--- src/rtl/rv_pkg.sv ---
`default_nettype none
// +----------------------------------------------------------------------+
// | rv_pkg : shared RV32I pipeline types, opcodes and defaults           |
// | rev 1.0                                                              |
// +----------------------------------------------------------------------+
package rv_pkg;

  localparam logic [31:0] DEFAULT_RESET_PC  = 32'h0000_0000;
  localparam logic [31:0] DEFAULT_NOP_INSTR = 32'h0000_0013;

  localparam logic [6:0] OPC_RTYPE  = 7'b0110011;
  localparam logic [6:0] OPC_LOAD   = 7'b0000011;
  localparam logic [6:0] OPC_STORE  = 7'b0100011;
  localparam logic [6:0] OPC_BRANCH = 7'b1100011;
  localparam logic [6:0] OPC_IMM    = 7'b0010011;
  localparam logic [6:0] OPC_JAL    = 7'b1101111;
  localparam logic [6:0] OPC_JALR   = 7'b1100111;
  localparam logic [6:0] OPC_HALT   = 7'b1111111;

  typedef struct packed {
    logic [31:0] pc;
    logic [31:0] instr;
    logic        valid;
  } if_id_t;

  typedef enum logic [0:0] {
    ST_RUN  = 1'b0,
    ST_HALT = 1'b1
  } fetch_state_e;

  // Masking rather than slicing keeps every bit of the operand in use.
  function automatic logic [31:0] align_pc(input logic [31:0] p);
    return p & ~32'h0000_0003;
  endfunction

endpackage
`default_nettype wire

--- src/rtl/pc_reg.sv ---
`default_nettype none
// +----------------------------------------------------------------------+
// | pc_reg : program counter with reset / hold / load / increment        |
// | rev 1.0                                                              |
// +----------------------------------------------------------------------+
module pc_reg
  import rv_pkg::*;
#(
  parameter logic [31:0] RESET_PC = DEFAULT_RESET_PC
) (
  input  logic        clk,
  input  logic        reset,
  input  logic        hold,
  input  logic        load,
  input  logic [31:0] load_pc,
  output logic [31:0] pc
);

  logic [31:0] pc_d;
  logic [31:0] pc_q;

  always_comb begin
    pc_d = pc_q;
    if (hold) begin
      pc_d = pc_q;
    end else if (load) begin
      pc_d = align_pc(load_pc);
    end else begin
      pc_d = pc_q + 32'd4;
    end
  end

  always_ff @(posedge clk) begin
    if (reset) begin
      pc_q <= RESET_PC;
    end else begin
      pc_q <= pc_d;
    end
  end

  assign pc = pc_q;

endmodule
`default_nettype wire

--- src/rtl/fetch_stage.sv ---
`default_nettype none
// +----------------------------------------------------------------------+
// | fetch_stage : RV32I IF stage with IF/ID register, stall, redirect    |
// |               flush and sticky halt                      rev 1.0     |
// +----------------------------------------------------------------------+
module fetch_stage
  import rv_pkg::*;
#(
  parameter logic [31:0] RESET_PC  = DEFAULT_RESET_PC,
  parameter int          IMEM_AW   = 9,
  parameter logic [31:0] NOP_INSTR = DEFAULT_NOP_INSTR
) (
  input  logic               clk,
  input  logic               reset,
  input  logic               stall,
  input  logic               redirect,
  input  logic [31:0]        redirect_pc,
  input  logic               halt_com,
  input  logic [31:0]        imem_rdata,
  output logic [IMEM_AW-1:0] imem_addr,
  output logic [31:0]        pc,
  output logic [31:0]        if_id_pc,
  output logic [31:0]        if_id_instr,
  output logic               if_id_valid,
  output logic               halted,
  output logic [31:0]        fetch_count
);

  fetch_state_e state_d, state_q;
  if_id_t       if_id_d, if_id_q;
  logic [31:0]  count_d, count_q;
  logic         halt_take;
  logic         pc_hold;
  logic         pc_load;

  // A HALT seen alongside a taken redirect is on the wrong path and is dropped.
  assign halt_take = (state_q == ST_HALT) || (halt_com && !redirect);
  assign pc_hold   = halt_take || (stall && !redirect);
  assign pc_load   = redirect && !halt_take;

  pc_reg #(
    .RESET_PC (RESET_PC)
  ) u_pc_reg (
    .clk     (clk),
    .reset   (reset),
    .hold    (pc_hold),
    .load    (pc_load),
    .load_pc (redirect_pc),
    .pc      (pc)
  );

  always_comb begin
    state_d = state_q;
    if_id_d = if_id_q;
    count_d = count_q;
    if (halt_take) begin
      state_d       = ST_HALT;
      if_id_d.instr = NOP_INSTR;
      if_id_d.valid = 1'b0;
    end else if (redirect) begin
      if_id_d.instr = NOP_INSTR;
      if_id_d.valid = 1'b0;
    end else if (!stall) begin
      if_id_d.pc    = pc;
      if_id_d.instr = imem_rdata;
      if_id_d.valid = 1'b1;
      count_d       = count_q + 32'd1;
    end
  end

  always_ff @(posedge clk) begin
    if (reset) begin
      state_q       <= ST_RUN;
      if_id_q.pc    <= 32'h0000_0000;
      if_id_q.instr <= NOP_INSTR;
      if_id_q.valid <= 1'b0;
      count_q       <= 32'h0000_0000;
    end else begin
      state_q <= state_d;
      if_id_q <= if_id_d;
      count_q <= count_d;
    end
  end

  assign imem_addr   = pc[IMEM_AW+1:2];
  assign if_id_pc    = if_id_q.pc;
  assign if_id_instr = if_id_q.instr;
  assign if_id_valid = if_id_q.valid;
  assign halted      = (state_q == ST_HALT);
  assign fetch_count = count_q;

endmodule
`default_nettype wire

--- config.mk ---
export PLATFORM = sky130hd
export DESIGN_NAME = fetch_stage
export DESIGN_NICKNAME = d
export VERILOG_FILES = /design/src/rtl/rv_pkg.sv /design/src/rtl/pc_reg.sv /design/src/rtl/fetch_stage.sv
export SDC_FILE = /design/constraint.sdc
export NUM_CORES = 1
export LEC_CHECK = 0
export BUFFER_PORTS_ARGS = -buffer_cell sky130_fd_sc_hd__buf_4
export CAP_MARGIN = 20
export CORE_MARGIN = 5
export CORE_UTILIZATION = 54
export DETAILED_ROUTE_END_ITERATION = 7
export PLACE_DENSITY = 0.94
export SETUP_SLACK_MARGIN = 0.15
export SYNTH_ARGS = -nofsm -noshare
export SYNTH_HDL_FRONTEND = slang
export SYNTH_HIERARCHICAL = 1
export SYNTH_SLANG_ARGS = --single-unit
--- constraint.sdc ---
create_clock -name clk -period 4.2 [get_ports clk]
set_input_delay 0.63 -clock clk [delete_from_list [all_inputs] [get_ports clk]]
set_output_delay 0.63 -clock clk [all_outputs]
set_load 0.03 [all_outputs]
==> results_dict.tcl, run 1 <==
set metrics [dict create \
    status "completed" \
    startpoint_type "primary input" \
    combPwrFrac 0.117 \
    vdd_drop_max_mv 0.388 \
    worst_slack_ns 1.38 \
    rsz0062_at_grt "false" \
    postRouteWirelength_um 18100 \
    hp-class "in2reg" \
    synth_warnings 6 \
    path_max_fanout 41 \
    timing.hold.ws_ns 0.351 \
    ctsHoldBuffers 0 \
    synth_edf_count 0 \
    die_w_um 115 \
    antenna_cells 0 \
    cts_tree "done" \
    hpwl_um 12300 \
    clk_path_buf_depth 2 \
    skew_ns 0.00830 \
    wire_per_inst_um 17.4 \
    die_h_um 115 \
    cts_buffers 17 \
    cts_root_buffer "clkbuf_8" \
    insertion_delay_ns 0.51 \
    syn_area_um2 5950 \
    period_needed_ns 2.82 \
    cp.arrival_ns 3.21 \
    grt_pass1_vias 5776 \
    synthArstFlopShare 0 \
    synth.avg_cell_area_um2 8.32 \
    use_met3 0.0668 \
    portBuffers 203 \
    gp_congestion 0.922 \
    period_share 0.672 \
    clock_sinks 128 \
    p_leak_uw 0.00320 \
    met1_usage 0.335 \
    final_nets 954 \
    pwr-share-clk 0.469 \
    drc 0 \
    end_kind "flop" \
    drt-initial-drc-count 688 \
    use_met2 0.432 \
    slowest_delay_ns 0.84 \
    slew_headroom 0.218 \
    final_layout_size_suffix_gt1_frac 0.288 \
    clk_pin_slew_ns 0.06 \
    std_cell_rows 38 \
    fillers 792 \
    maxCapViolCount 0 \
    grt_most_used_layer "met2" \
    postCtsResizedCells 0 \
    seqPwrFrac 0.415 \
    syn2layout_area_growth_pct 34.9 \
    ios 208 \
    finalPower_uw 3150 \
    grt_pass1_wl_um 28500 \
    rrSetupSlack_ns 1.49 \
    cts_setup_buffers 0 \
    start_util 0.549 \
    grt.total_usage 0.264 \
    dpl_worst_slack_ns 0.821 \
    finalHoldViolations 0 \
    ant_nets 0 \
    multiInputGateArea_um2 3030 \
    syn_inst 715 \
    slew_violations 0 \
    synth_seq_cells 128 \
    max_clock_freq_ghz 0.354 \
    yosysSeqAreaShare 0.431 \
    setup_viol 0 \
    grt_max_degree 52 \
    antenna_found_initial 0 \
    yosysUniqueCellTypes 60 \
    p_switching_uw 838 \
    overflow 0 \
    path_class "in2reg" \
    synth_flop_cell "dfxtp_1" \
    cp_cell_sequence "buf_4 -> or4_4 -> or3_1 -> nor4_1 -> mux2_2" \
    htree_num_levels 4 \
    critPathSlowestCell "or4_4" \
    dieArea_um2 13200 \
    required_ns 4.59 \
    ff_latch_area_um2 2560 \
    switching_share 0.266 \
    drt_first_pass_iters 7 \
    setup_tns_ns 0 \
    power.internal_uw 2310 \
    tightest_slew_ns 1.16 \
    avgViaCountPerCell 6.01 \
    p_per_area_nw_per_um2 392 \
    coreArea_um2 10800 \
    vias 6222 \
]
-- final timing paths --
path / startpoint / endpoint / depth (start not counted)
min: imem_rdata[11] / if_id_instr[11] / 3
max reg2reg: halted / fetch_count[29] / 4
max: stall / fetch_count[29] / 5
min reg2reg: if_id_pc[24] / if_id_pc[24] / 2
-- logic make-up (layout without fill, tap and decap cells) --
family	Yosys count	count (layout)	share of synthesized area
AND/OR/NAND/NOR	289	289	0.242
AO/OA/AOI/OAI	171	171	0.188
flip-flops	128	128	0.431
buffers and inverters	81	261	0.0629
multiplexers	35	35	0.0597
XOR/XNOR	8	8	0.0118
adder cells (fa/ha/maj)	2	2	0.00421
other	1	2	0.000630
-- layout by cell type, fill, tap and decap left out, types with 4 or more instances in the layout --
master / instances
a211o_1: 4
a21oi_1: 71
a22oi_1: 12
a311o_1: 5
a31oi_1: 10
and3_1: 4
and4_1: 7
buf_4: 207
clkbuf_16: 16
clkinv_4: 5
dfxtp_1: 128
inv_1: 19
mux2_2: 4
mux2i_1: 31
nand2_1: 94
nand3_1: 17
nand4_1: 27
nor2_1: 69
nor2b_1: 8
nor3_1: 10
nor4_1: 10
o211ai_1: 4
o21a_1: 4
o21ai_0: 15
o311ai_0: 4
o31ai_1: 14
o32ai_1: 4
or3_1: 8
or4_1: 19
xnor2_1: 5
-- power by group through the flow --
stage	clock, uW	combinational, uW	sequential [uW]
after floorplan	0	171	1380
after global placement	0	356	1330
after detailed placement	0	361	1330
after CTS	1490	364	1300
after global routing	1550	393	1310
final	1470	368	1300
-- critical path, delay by kind of cell --
| kind | cells | cell delay [ns] |
|---|---|---|
| mux | 1 | 0.37 |
| simple gates | 3 | 1.92 |
| buf+inv | 1 | 0.29 |
-- cells in the mapped netlist, drive strengths merged, types with 3 or more instances --
library cell,n,share of area
dfxtp,128,0.43
nand2,94,0.059
a21oi,71,0.060
nor2,70,0.044
clkbuf,38,0.024
mux2i,31,0.052
nand4,28,0.032
buf,21,0.024
or4,21,0.028
inv,19,0.012
nand3,17,0.014
o21ai,15,0.013
o31ai,14,0.018
a22oi,12,0.015
nor4,11,0.012
a31oi,10,0.011
nor3,10,0.0084
or3,9,0.0097
nor2b,8,0.0084
and4,7,0.010
a311o,5,0.0084
xnor2,5,0.0074
a211o,4,0.0059
and3,4,0.0042
mux2,4,0.0076
o211ai,4,0.0050
o21a,4,0.0050
o311ai,4,0.0059
o32ai,4,0.0059
a211oi,3,0.0038
and2,3,0.0032
o221a,3,0.0057
or2,3,0.0032
xor2,3,0.0044
-- metal layers --
layer  vias to the layer above  wire length [um]
li1                       2941                 -
met1                      2878              7070
met2                       363              8840
met3                        40              1750
met4                         0               389
met5                         -                 0
-- layout make-up --
type,count,share of cell area
repair buffers,208,0.197
clock inverters,15,0.0231
multi-input cells,507,0.377
clock buffers,17,0.0516
well taps,140,0.0218
flip-flops and latches,128,0.319
inverters,21,0.00982
-- stage by stage --
| step | instances | cell area [um2] | utilization |
|---|---|---|---|
| finish | 1036 | 8030 | 0.740 |
| global route | 1036 | 8030 | 0.740 |
| CTS | 1035 | 8000 | 0.738 |
| detailed placement | 1003 | 7400 | 0.682 |
| global placement | 1003 | 7400 | 0.682 |
| floorplan | 716 | 5950 | - |
(Power assumes the default switching activity.)
==> run 2: changes to the inputs <==
--- a/config.mk
+++ b/config.mk
@@ -8,9 +8,9 @@
 export BUFFER_PORTS_ARGS = -buffer_cell sky130_fd_sc_hd__buf_4
 export CAP_MARGIN = 20
 export CORE_MARGIN = 5
-export CORE_UTILIZATION = 54
+export CORE_UTILIZATION = 45
 export DETAILED_ROUTE_END_ITERATION = 7
-export PLACE_DENSITY = 0.94
+export PLACE_DENSITY = 0.85
 export SETUP_SLACK_MARGIN = 0.15
 export SYNTH_ARGS = -nofsm -noshare
 export SYNTH_HDL_FRONTEND = slang
==> constraint.sdc (replaced) <==
create_clock -name clk -period 2.5 [get_ports clk]
set_input_delay 0.375 -clock clk [delete_from_list [all_inputs] [get_ports clk]]
set_output_delay 0.375 -clock clk [all_outputs]
set_load 0.03 [all_outputs]
==> run 2 against run 1 <==
Clock power rose by 74%. First-iteration DRC count shrank 24%. Via count increased by 0.61%. Critical path depth stayed put. Utilization fell by 11 points. Largest power group unchanged. Non-clock buffer count up 23. Hold slack worse by 0.16 ns. Global-route usage down 3.6 points. Combinational power rose by 79%.
==> results_dict.tcl, run 2 (synthesized netlist as in run 1, its figures left out) <==
set metrics [dict create \
    syn2layout_area_growth_pct 38.6 \
    finalHoldViolations 0 \
    ff_latch_area_um2 2560 \
    slew_headroom 0.535 \
    met3_length_um 1670 \
    wl_met2_um 8860 \
    startpoint_type "flop" \
    path_max_fanout 8 \
    timing.hold.ws_ns 0.191 \
    final_nets 977 \
    coreArea_um2 13100 \
    slew_violations 0 \
    cts_root_buffer "clkbuf_16" \
    p_leak_uw 0.00331 \
    wire_per_inst_um 16.7 \
    cts_setup_buffers 0 \
    power.internal_uw 4050 \
    fillers 1104 \
    clock_sinks 128 \
    portBuffers 203 \
    status "completed" \
    period_share 0.863 \
    htree_num_levels 4 \
    cp.arrival_ns 2.45 \
    drt_first_pass_iters 6 \
    final_cells 1095 \
    postRouteWirelength_um 18300 \
    postCtsResizedCells 0 \
    maxCapViolCount 0 \
    p_per_area_nw_per_um2 654 \
    drt-initial-drc-count 521 \
    insertion_delay_ns 0.42 \
    skew_ns 0.00568 \
    drc 0 \
    final_cell_mix "231 x buf_4, 128 x dfxtp_1, 94 x nand2_1" \
    p_switching_uw 1340 \
    overflow 0 \
    vdd_drop_max_mv 0.409 \
    antenna_cells 0 \
    worst_slack_ns 0.344 \
    rsz0062_at_grt "false" \
    grt_pass1_vias 5849 \
    mostFrequentLayoutCell "buf_4" \
    antenna_found_initial 0 \
    cts_buffers 17 \
    start_util 0.455 \
    ios 208 \
    die_w_um 125 \
    combPwrFrac 0.122 \
    cts_tree "done" \
    gp_congestion 0.903 \
    multiInputGateArea_um2 3040 \
    switching_share 0.249 \
    hp-class "in2reg" \
    period_needed_ns 2.16 \
    die_h_um 125 \
    clk_pin_slew_ns 0.05 \
    grt_max_degree 48 \
    dpl_worst_slack_ns 0.0288 \
    dieArea_um2 15600 \
    placedCellCount 1063 \
    vias 6260 \
    ctsHoldBuffers 0 \
    grt_pass1_wl_um 29600 \
    end_kind "flop" \
    top_layer "met4" \
    grt.total_usage 0.228 \
    clk_path_buf_depth 2 \
    required_ns 2.79 \
    tightest_slew_ns 0.691 \
    hpwl_um 12700 \
    final_layout_size_suffix_gt1_frac 0.304 \
    wl_met1_um 7420 \
    path_class "reg2reg" \
    setup_tns_ns 0 \
    pwr-share-clk 0.474 \
    seqPwrFrac 0.404 \
    setup_viol 0 \
    std_cell_rows 42 \
    max_clock_freq_ghz 0.464 \
    avgViaCountPerCell 5.72 \
    ant_nets 0 \
]
[run 2: changes by cell type in the layout (fill, tap and decap cells not counted), sizes merged]
cell	before	now
buf	208	231
clkbuf	17	21
clkinv	9	6
inv	22	19
bufinv	3	4
clkinvlp	2	3
[run 2: path summary, 6_finish.rpt]
kind                            slack [ns]              end  depth (start not counted)       startpoint
worst max-delay path                  0.34  u_pc_reg/pc[29]                          5  u_pc_reg/pc[14]
worst min-delay path                  0.19  if_id_instr[21]                          3   imem_rdata[21]
worst max register to register        0.34  u_pc_reg/pc[29]                          5  u_pc_reg/pc[14]
worst min register to register        0.45     if_id_pc[10]                          2     if_id_pc[10]
[run 2: layout make-up]
type                            instances  share of cell area
Clock buffer                           21              0.0546
Clock inverter                         11              0.0197
Inverter                               21             0.00956
Multi-Input combinational cell        507               0.368
Sequential cell                       128               0.311
Tap cell                              176              0.0267
Timing Repair Buffer                  231               0.210
[run 2: routing by layer]
| metal | track usage | up-vias |
|---|---|---|
| li1 | - | 2986 |
| met1 | 0.283 | 2896 |
| met2 | 0.375 | 339 |
| met3 | 0.0704 | 39 |
| met4 | 0.0810 | 0 |
| met5 | 0 | - |
[run 2: power by group through the flow]
stage | sequential, uW | combinational [uW] | clock (uW)
floorplan | 2310 | 289 | 0
global placement | 2220 | 645 | 0
detailed placement | 2220 | 653 | 0
CTS | 2180 | 655 | 2600
global route | 2190 | 709 | 2690
finish | 2180 | 658 | 2560
[run 2: metrics by stage]
step           power (uW)  cell area, um2  utilization
2_1_floorplan        2600            5960            -
3_3_place_gp         2860            7630        0.583
3_5_place_dp         2870            7630        0.583
4_1_cts              5430            8240        0.630
5_1_grt              5580            8250        0.630
6_report             5390            8250        0.630
[run 2: critical path, stage by stage, from the launching register on]
cell and delay [ns]:
dfxtp_1 0.54, nand4_1 0.33, nor4_1 0.67, buf_4 0.26
a311o_1 0.17, a31oi_1 0.07
